### src/rtl/coherence_bus_arbiter_pkg.sv
// Shared types and constants for the snooping-bus arbiter.
// The arbiter's optional grant timeout is enabled by defining ARB_TIMEOUT_EN.
package coherence_bus_arbiter_pkg;

  localparam int unsigned N_CORES   = 2;
  localparam int unsigned N_BUS_REQ = 2 * N_CORES;

  typedef logic [1:0] arb_state_t;

  localparam arb_state_t ARB_IDLE  = 2'd0;
  localparam arb_state_t ARB_GRANT = 2'd1;
  localparam arb_state_t ARB_HOLD  = 2'd2;

  // Index width that stays legal for a single requester.
  function automatic int unsigned idx_width(input int unsigned n);
    return (n > 1) ? $clog2(n) : 1;
  endfunction

endpackage

### src/rtl/coherence_bus_arbiter_rr_picker.sv
// Rotate-priority encoder: first set request at index >= ptr, wrapping to 0.
module coherence_bus_arbiter_rr_picker
  import coherence_bus_arbiter_pkg::*;
#(
  parameter int unsigned N_REQ = N_BUS_REQ,
  localparam int unsigned IDX_W = idx_width(N_REQ)
) (
  input  logic [N_REQ-1:0] req,
  input  logic [IDX_W-1:0] ptr,
  output logic             any_c,
  output logic [IDX_W-1:0] idx_c
);

  int unsigned cand;

  always_comb begin
    any_c = 1'b0;
    idx_c = '0;
    cand  = 0;
    for (int unsigned k = 0; k < N_REQ; k++) begin
      cand = 32'(ptr) + k;
      if (cand >= N_REQ) cand = cand - N_REQ;
      if (!any_c && req[IDX_W'(cand)]) begin
        any_c = 1'b1;
        idx_c = IDX_W'(cand);
      end
    end
  end

endmodule

### src/rtl/coherence_bus_arbiter.sv
// Round-robin arbiter for one shared snooping bus; broadcasts the owner's message while busy.
// Define ARB_TIMEOUT_EN to revoke grants that sit unused for TIMEOUT_CYC cycles.
module coherence_bus_arbiter
  import coherence_bus_arbiter_pkg::*;
#(
  parameter int unsigned N_REQ       = N_BUS_REQ,
  parameter int unsigned MSG_W       = 64,
  parameter int unsigned TIMEOUT_CYC = 16,
  localparam int unsigned IDX_W      = idx_width(N_REQ)
) (
  input  logic                   clk,
  input  logic                   rst,
  input  logic [N_REQ-1:0]       req,
  input  logic [N_REQ-1:0]       busy,
  input  logic [N_REQ*MSG_W-1:0] tx,
  output logic [N_REQ-1:0]       gnt,
  output logic [MSG_W-1:0]       bus_msg,
  output logic                   bus_valid,
  output logic [IDX_W-1:0]       bus_owner,
  output logic                   timeout_err
);

  localparam int unsigned TMO_W = $clog2(TIMEOUT_CYC + 1);

  arb_state_t        state_q, state_d;
  logic [N_REQ-1:0]  gnt_q, gnt_d;
  logic [MSG_W-1:0]  msg_q, msg_d;
  logic              valid_q, valid_d;
  logic [IDX_W-1:0]  owner_q, owner_d;
  logic [IDX_W-1:0]  ptr_q, ptr_d;

  logic              pick_any;
  logic [IDX_W-1:0]  pick_idx;
  logic              own_busy;
  logic              own_req;
  logic [MSG_W-1:0]  own_tx;
  logic [IDX_W-1:0]  nxt_ptr;

`ifdef ARB_TIMEOUT_EN
  logic [TMO_W-1:0]  cnt_q, cnt_d;
  logic              terr_q, terr_d;
`endif

  coherence_bus_arbiter_rr_picker #(.N_REQ(N_REQ)) u_picker (
    .req   (req),
    .ptr   (ptr_q),
    .any_c (pick_any),
    .idx_c (pick_idx)
  );

  // Owner-side view of the request ports and the pointer past the owner.
  always_comb begin
    own_busy = busy[owner_q];
    own_req  = req[owner_q];
    own_tx   = tx[32'(owner_q)*MSG_W +: MSG_W];
    nxt_ptr  = (owner_q == IDX_W'(N_REQ - 1)) ? '0 : owner_q + IDX_W'(1);
  end

  always_comb begin
    state_d = state_q;
    gnt_d   = gnt_q;
    msg_d   = msg_q;
    valid_d = 1'b0;
    owner_d = owner_q;
    ptr_d   = ptr_q;
`ifdef ARB_TIMEOUT_EN
    cnt_d   = cnt_q;
    terr_d  = 1'b0;
`endif
    case (state_q)
      ARB_IDLE: begin
        if (pick_any) begin
          state_d = ARB_GRANT;
          gnt_d   = N_REQ'(1) << pick_idx;
          owner_d = pick_idx;
`ifdef ARB_TIMEOUT_EN
          cnt_d   = '0;
`endif
        end
      end
      ARB_GRANT: begin
        if (own_busy) begin
          state_d = ARB_HOLD;
          msg_d   = own_tx;
          valid_d = 1'b1;
        end else if (!own_req) begin
          state_d = ARB_IDLE;
          gnt_d   = '0;
          ptr_d   = nxt_ptr;
        end
`ifdef ARB_TIMEOUT_EN
        else if (cnt_q == TMO_W'(TIMEOUT_CYC - 1)) begin
          state_d = ARB_IDLE;
          gnt_d   = '0;
          ptr_d   = nxt_ptr;
          terr_d  = 1'b1;
        end else begin
          cnt_d   = cnt_q + TMO_W'(1);
        end
`endif
      end
      ARB_HOLD: begin
        if (own_busy) begin
          msg_d   = own_tx;
          valid_d = 1'b1;
        end else begin
          state_d = ARB_IDLE;
          gnt_d   = '0;
          ptr_d   = nxt_ptr;
        end
      end
      default: begin
        state_d = ARB_IDLE;
        gnt_d   = '0;
      end
    endcase
  end

  always_ff @(posedge clk) begin
    if (!rst) begin
      state_q <= ARB_IDLE;
      gnt_q   <= '0;
      msg_q   <= '0;
      valid_q <= 1'b0;
      owner_q <= '0;
      ptr_q   <= '0;
    end else begin
      state_q <= state_d;
      gnt_q   <= gnt_d;
      msg_q   <= msg_d;
      valid_q <= valid_d;
      owner_q <= owner_d;
      ptr_q   <= ptr_d;
    end
  end

`ifdef ARB_TIMEOUT_EN
  always_ff @(posedge clk) begin
    if (!rst) begin
      cnt_q  <= '0;
      terr_q <= 1'b0;
    end else begin
      cnt_q  <= cnt_d;
      terr_q <= terr_d;
    end
  end

  assign timeout_err = terr_q;
`else
  logic [TMO_W-1:0] unused_tmo_cfg;
  assign unused_tmo_cfg = TMO_W'(TIMEOUT_CYC);
  assign timeout_err    = 1'b0;
`endif

  assign gnt       = gnt_q;
  assign bus_msg   = msg_q;
  assign bus_valid = valid_q;
  assign bus_owner = owner_q;

endmodule
### config.mk
export PLATFORM = sky130hd
export DESIGN_NAME = coherence_bus_arbiter
export DESIGN_NICKNAME = d
export VERILOG_FILES = /design/src/rtl/coherence_bus_arbiter_pkg.sv /design/src/rtl/coherence_bus_arbiter_rr_picker.sv /design/src/rtl/coherence_bus_arbiter.sv
export SDC_FILE = /design/constraint.sdc
export NUM_CORES = 1
export LEC_CHECK = 0
export CAP_MARGIN = 20
export CORE_AREA = 8 8 126 128
export CTS_CLUSTER_DIAMETER = 60
export DETAILED_ROUTE_END_ITERATION = 16
export DIE_AREA = 0 0 134 136
export PLACE_DENSITY = 0.82
export SLEW_MARGIN = 15
export SYNTH_ARGS = -nofsm -noshare
export SYNTH_HDL_FRONTEND = slang
export SYNTH_SLANG_ARGS = --single-unit
### constraint.sdc
create_clock -name clk -period 1.9 [get_ports clk]
set_input_delay 0.38 -clock clk [delete_from_list [all_inputs] [get_ports clk]]
set_output_delay 0.38 -clock clk [all_outputs]
set_load 0.03 [all_outputs]
==> flow_metrics.env, run 1 <==
export IMPL_grt_max_degree=37
export IMPL_dp_cells=935
export IMPL_insertion_delay_ns=0.33
export IMPL_dp_hpwl_um=15900
export IMPL_wl_per_cell_um=19.9
export IMPL_fin_ws_ns=0.0851
export IMPL_fin_crit_ns=1.81
export IMPL_finalInstanceArea_um2=8400
export IMPL_p_total_mw=7.49
export IMPL_drive_gt1_frac=0.149
export IMPL_post_synth_cell_area_avg_um2=10.1
export IMPL_ys_warn_count=0
export IMPL_clock_skew_ns=0.00497
export IMPL_seq_area_frac_synth=0.342
export IMPL_drv_cap=0
export IMPL_dr_pass1_iters=4
export IMPL_path_clk_slew_ns=0.06
export IMPL_die_area_um2=18200
export IMPL_yosys_top_cells_area="dfxtp_1 (34%), mux4_2 (34%), nand2_1 (12%)"
export IMPL_setup_tns_ns=0
export IMPL_synth_xor_area_share=0
export IMPL_stdcell_count=951
export IMPL_fin_nets=1032
export IMPL_dpl_cell_area_um2=8040
export IMPL_vias=4750
export IMPL_gr_total_overflow=0
export IMPL_dp_slack_ns=-0.257
export IMPL_start_util=0.312
export IMPL_vdd_drop_max_v=0.000383
export IMPL_ant_nets=0
export IMPL_synth_compound_area_frac=0.106
export IMPL_fill_cells=1175
export IMPL_status="finished, final reports clean"
export IMPL_crit_type="primary input to flip-flop"
export IMPL_fin_crit_sh=0.955
export IMPL_grt_pass1_wl_um=28200
export IMPL_grt_pass1_vias=5121
export IMPL_clockBufferDepth=2
export IMPL_antenna_found_initial=0
export IMPL_cts_tree="done"
export IMPL_synth_simple_area_share=0.140
export IMPL_cp_required_ns=2.12
export IMPL_coreArea_um2=14000
export IMPL_ctsHoldBuffers=0
export IMPL_grt_use_total=0.200
export IMPL_synth_commonest_cells="nand2_1 (137), dfxtp_1 (75), a21oi_1 (68)"
export IMPL_numCtsBuffers=9
export IMPL_final_max_slew_viol_count=0
export IMPL_cp_start_kind="primary input"
export IMPL_synth_edff_count=0
export IMPL_htree_levels=3
export IMPL_synth_top_area_frac=0.342
export IMPL_vias_per_cell=4.99
export IMPL_synth_adder_area_share=0.0114
export IMPL_yosys_mux_area_fraction=0.351
export IMPL_cp_arrival_ns=2.04
export IMPL_worst_setup_path_end_kind="flip-flop"
export IMPL_netlist_instances=435
export IMPL_drc_errors=0
export IMPL_finalHoldViolations=0
export IMPL_ys_ff_latch=75
export IMPL_dr_first_iter_drc_count=224
export IMPL_syn_nets=705
export IMPL_fin_hold_ws_ns=0.453
export IMPL_clock_sinks=75
export IMPL_ios=338
export IMPL_hp_class="flip-flop to flip-flop"
export IMPL_area_growth_pct=91.6
export IMPL_die_width_um=134
export IMPL_io_buffers=336
export IMPL_synth_flop_cell="dfxtp_1"
export IMPL_p_leak_nw=2.91
export IMPL_netlist_area_um2=4380
export IMPL_async_flop_share=0
export IMPL_fin_util=0.598
export IMPL_synth_top_family_by_area="multiplexers"
export IMPL_setup_violations=0
export IMPL_cts_root_buffer_cell="clkbuf_16"
export IMPL_ys_types=33
export IMPL_post_synth_top_count_cell="nand2_1"
export IMPL_die_y_um=136
export IMPL_max_freq_ghz=0.551
export IMPL_power_density_nw_per_um2=892
export IMPL_diodes=0
export IMPL_grt_setup_unrepaired="no"
export IMPL_path_max_fanout=7
export IMPL_num_rows=44
export IMPL_drt_total_wl_um=18900
export IMPL_yosysTopAreaCell="dfxtp_1"
export IMPL_gp_congestion=0.846
==> placed cells by master (no fill, tap or decap), types with 2 or more instances in the layout <==
| master | instances |
|---|---|
| dfxtp_1 | 73 |
| dfxtp_4 | 2 |
| clkbuf_16 | 10 |
| buf_12 | 8 |
| ha_1 | 4 |
| nor2_1 | 4 |
| nand2b_1 | 2 |
| inv_1 | 4 |
| buf_4 | 14 |
| mux2_2 | 2 |
| mux4_2 | 66 |
| clkinv_2 | 2 |
| bufinv_16 | 3 |
| a21oi_1 | 68 |
| mux2i_1 | 3 |
| nand3_1 | 7 |
| nand2_1 | 136 |
| clkdlybuf4s50_1 | 334 |
| o41ai_1 | 5 |
==> routing by layer <==
metal  vias to the layer above  share of wire  global-route usage
li1                       2239              -                   -
met5                         -              0                   0
met3                        23          0.081              0.0576
met1                      2256           0.38               0.224
met4                         0          0.020              0.0699
met2                       232           0.52               0.357
==> kinds of logic after synthesis <==
| logic type | count (synthesis) |
|---|---|
| AOI/OAI and AO/OA | 83 |
| adders and majority gates | 4 |
| buffers and inverters | 45 |
| DFF | 75 |
| muxes | 71 |
| other | 1 |
| and+or+nand+nor | 156 |
==> worst max-delay path, stage by stage <==
cell and delay (ns):
clkdlybuf4s50_1 0.43, mux4_2 0.56, nor2_2 0.17, o21ai_2 0.12
o41ai_1 0.38
==> report_power, final <==
group          switching [mW]  internal [mW]  total (mW)
sequential              0.167           1.85        2.02
combinational            1.67           1.78        3.45
clock                   0.662           1.36        2.02
==> path summary, 6_finish.rpt <==
kind / from / end / slack, ns / cells past startpoint
setup / recovery: busy[3] / gnt[2]$_SDFFE_PN0P_ / 0.09 / 5
hold / removal: bus_msg[5]$_SDFFE_PN0P_ / bus_msg[5]$_SDFFE_PN0P_ / 0.45 / 2
setup reg to reg: bus_owner[0]$_SDFFE_PN0P_ / gnt[2]$_SDFFE_PN0P_ / 0.12 / 4
hold reg to reg: bus_msg[5]$_SDFFE_PN0P_ / bus_msg[5]$_SDFFE_PN0P_ / 0.45 / 2
==> state kept, by name (all words and copies together), names as in the netlist <==
| name | flops |
|---|---|
| state_q | 2 |
| bus_owner | 2 |
| ptr_q | 2 |
| bus_valid | 1 |
| bus_msg | 64 |
| gnt | 4 |
==> cell type report <==
cell class / instances / area [µm²] / share of cell area
Clock buffer: 10 / 250 / 0.0298
Clock inverter: 6 / 109 / 0.0130
Inverter: 5 / 18.8 / 0.00223
Multi-Input combinational cell: 315 / 2670 / 0.318
Sequential cell: 75 / 1510 / 0.180
Tap cell: 184 / 230 / 0.0274
Timing Repair Buffer: 356 / 3610 / 0.430
==> what timing repair did <==
item	CTS	global route
gates resized for setup	0	1
endpoints found under the setup margin	0	2
buffers inserted	0	0
(Power assumes the default switching activity.)
==> run 2, diff against run 1 <==
--- a/config.mk
+++ b/config.mk
@@ -6,11 +6,11 @@
 export NUM_CORES = 1
 export LEC_CHECK = 0
 export CAP_MARGIN = 20
-export CORE_AREA = 8 8 126 128
+export CORE_AREA = 2 2 131 133
 export CTS_CLUSTER_DIAMETER = 60
 export DETAILED_ROUTE_END_ITERATION = 16
-export DIE_AREA = 0 0 134 136
-export PLACE_DENSITY = 0.82
+export DIE_AREA = 0 0 133 135
+export PLACE_DENSITY = 0.71
 export SLEW_MARGIN = 15
 export SYNTH_ARGS = -nofsm -noshare
 export SYNTH_HDL_FRONTEND = slang
==> run 2 against run 1 <==
  * Cell area rose by 1.2%
  * Register-to-register slack got worse by 0.02 ns
  * First-iteration DRC count fell by 50%
==> flow_metrics.env, run 2 (synthesized netlist as in run 1, its figures left out) <==
export IMPL_grt_max_degree=45
export IMPL_drc_errors=0
export IMPL_fin_nets=1039
export IMPL_htree_levels=3
export IMPL_ant_nets=0
export IMPL_num_rows=47
export IMPL_start_util=0.267
export IMPL_grt_pass1_wl_um=26100
export IMPL_fin_ws_ns=0.0787
export IMPL_antenna_found_initial=1
export IMPL_vias=4764
export IMPL_vdd_drop_max_v=0.000401
export IMPL_dp_hpwl_um=13900
export IMPL_max_freq_ghz=0.549
export IMPL_power_density_nw_per_um2=879
export IMPL_cp_required_ns=2.12
export IMPL_io_buffers=336
export IMPL_cpMaxStageDelayCell="mux4_2"
export IMPL_ctsHoldBuffers=0
export IMPL_drt_total_wl_um=17100
export IMPL_dr_first_iter_drc_count=113
export IMPL_fin_util=0.518
export IMPL_die_width_um=133
export IMPL_coreArea_um2=16400
export IMPL_cts_root_buffer_cell="clkbuf_16"
export IMPL_clock_sinks=75
export IMPL_cp_start_kind="primary input"
export IMPL_crit_type="primary input to flip-flop"
export IMPL_clockBufferDepth=2
export IMPL_worst_setup_path_end_kind="flip-flop"
export IMPL_path_delay_family="multiplexers"
export IMPL_vias_per_cell=4.79
export IMPL_largest_reg_flops=64
export IMPL_diodes=0
export IMPL_p_leak_nw=2.95
export IMPL_clock_skew_ns=0.00560
export IMPL_numCtsBuffers=9
export IMPL_path_clk_slew_ns=0.06
export IMPL_area_growth_pct=93.8
export IMPL_dp_slack_ns=-0.239
export IMPL_wl_per_cell_um=17.2
export IMPL_setup_violations=0
export IMPL_path_cells="clkdlybuf4s50_1, mux4_2, nor2_2, o21ai_2, o41ai_1"
export IMPL_cts_tree="done"
export IMPL_gr_total_overflow=0
export IMPL_die_area_um2=18000
export IMPL_layout_common_cells="clkdlybuf4s50_1 (334), nand2_1 (136), dfxtp_1 (73)"
export IMPL_ios=338
export IMPL_insertion_delay_ns=0.33
export IMPL_dr_pass1_iters=4
export IMPL_critPathMaxStageDelay_ns=0.56
export IMPL_fin_crit_ns=1.82
export IMPL_drv_cap=0
export IMPL_finalHoldViolations=0
export IMPL_grt_setup_unrepaired="no"
export IMPL_fin_crit_sh=0.959
export IMPL_drive_gt1_frac=0.155
export IMPL_status="finished, final reports clean"
export IMPL_grt_use_total=0.187
export IMPL_grt_pass1_vias=4861
export IMPL_hp_class="flip-flop to flip-flop"
export IMPL_final_max_slew_viol_count=0
export IMPL_worst_path_buf_inv=1
export IMPL_path_max_fanout=7
export IMPL_cp_arrival_ns=2.04
export IMPL_layout_commonest_cell="clkdlybuf4s50_1"
export IMPL_gp_congestion=0.822
export IMPL_die_y_um=135
[run 2: path summary, 6_finish.rpt]
check	cells past startpoint	from	slack (ns)	endpoint
worst max register to register	4	bus_owner[0]$_SDFFE_PN0P_	0.10	gnt[2]$_SDFFE_PN0P_
worst max-delay path	5	busy[3]	0.08	gnt[2]$_SDFFE_PN0P_
worst min-delay path	2	bus_msg[6]$_SDFFE_PN0P_	0.45	bus_msg[6]$_SDFFE_PN0P_
worst min register to register	2	bus_msg[6]$_SDFFE_PN0P_	0.45	bus_msg[6]$_SDFFE_PN0P_
[run 2: power breakdown]
group	leakage, nW	switching (mW)	internal [mW]
registers	0.613	0.166	1.85
clock network	0.168	0.657	1.26
logic	2.17	1.68	1.85
[run 2: worst register-to-register path, delay by kind of cell, from the launching register on]
family,cells,cell delay (ns)
DFF,1,0.42
and+or+nand+nor,1,0.17
muxes,1,0.60
AOI/OAI and AO/OA,2,0.51
[run 2: routing by layer]
layer | GRT usage | up-vias | part of all wire
li1 | - | 2258 | -
met1 | 0.215 | 2235 | 0.39
met2 | 0.334 | 243 | 0.50
met3 | 0.0537 | 26 | 0.088
met4 | 0.0675 | 2 | 0.023
met5 | 0 | - | 0.00058
[run 2: area by class of cell]
type                    count  area [µm²]
inverters                   5        18.8
fillers                  1485        7910
flip-flops and latches     75        1510
repair buffers            363        3670
clock inverters             4        70.1
multi-input cells         315        2680
clock buffers              12         268
well taps                 220         275
[run 2: stage by stage]
| stage | power, mW | std cells | area, µm² | setup TNS (ns) | hold WS [ns] |
|---|---|---|---|---|---|
| final | 7.47 | 994 | 8500 | 0 | 0.453 |
| after global routing | 7.88 | 994 | 8500 | 0 | 0.472 |
| after CTS | 7.57 | 994 | 8490 | 0 | 0.454 |
| after detailed placement | 5.62 | 978 | 8150 | -12.10 | 0.446 |
| after global placement | 5.59 | 978 | 8150 | -10.41 | 0.441 |
| after floorplan | 4.00 | 435 | 4390 | 0 | 0.452 |
[run 2: repair_timing]
action | 4_1_cts | 5_1_grt
pin swaps | 0 | 0
setup endpoints to repair | 1 | 1
gates cloned | 0 | 0
resized for setup | 1 | 1
setup buffers | 0 | 0
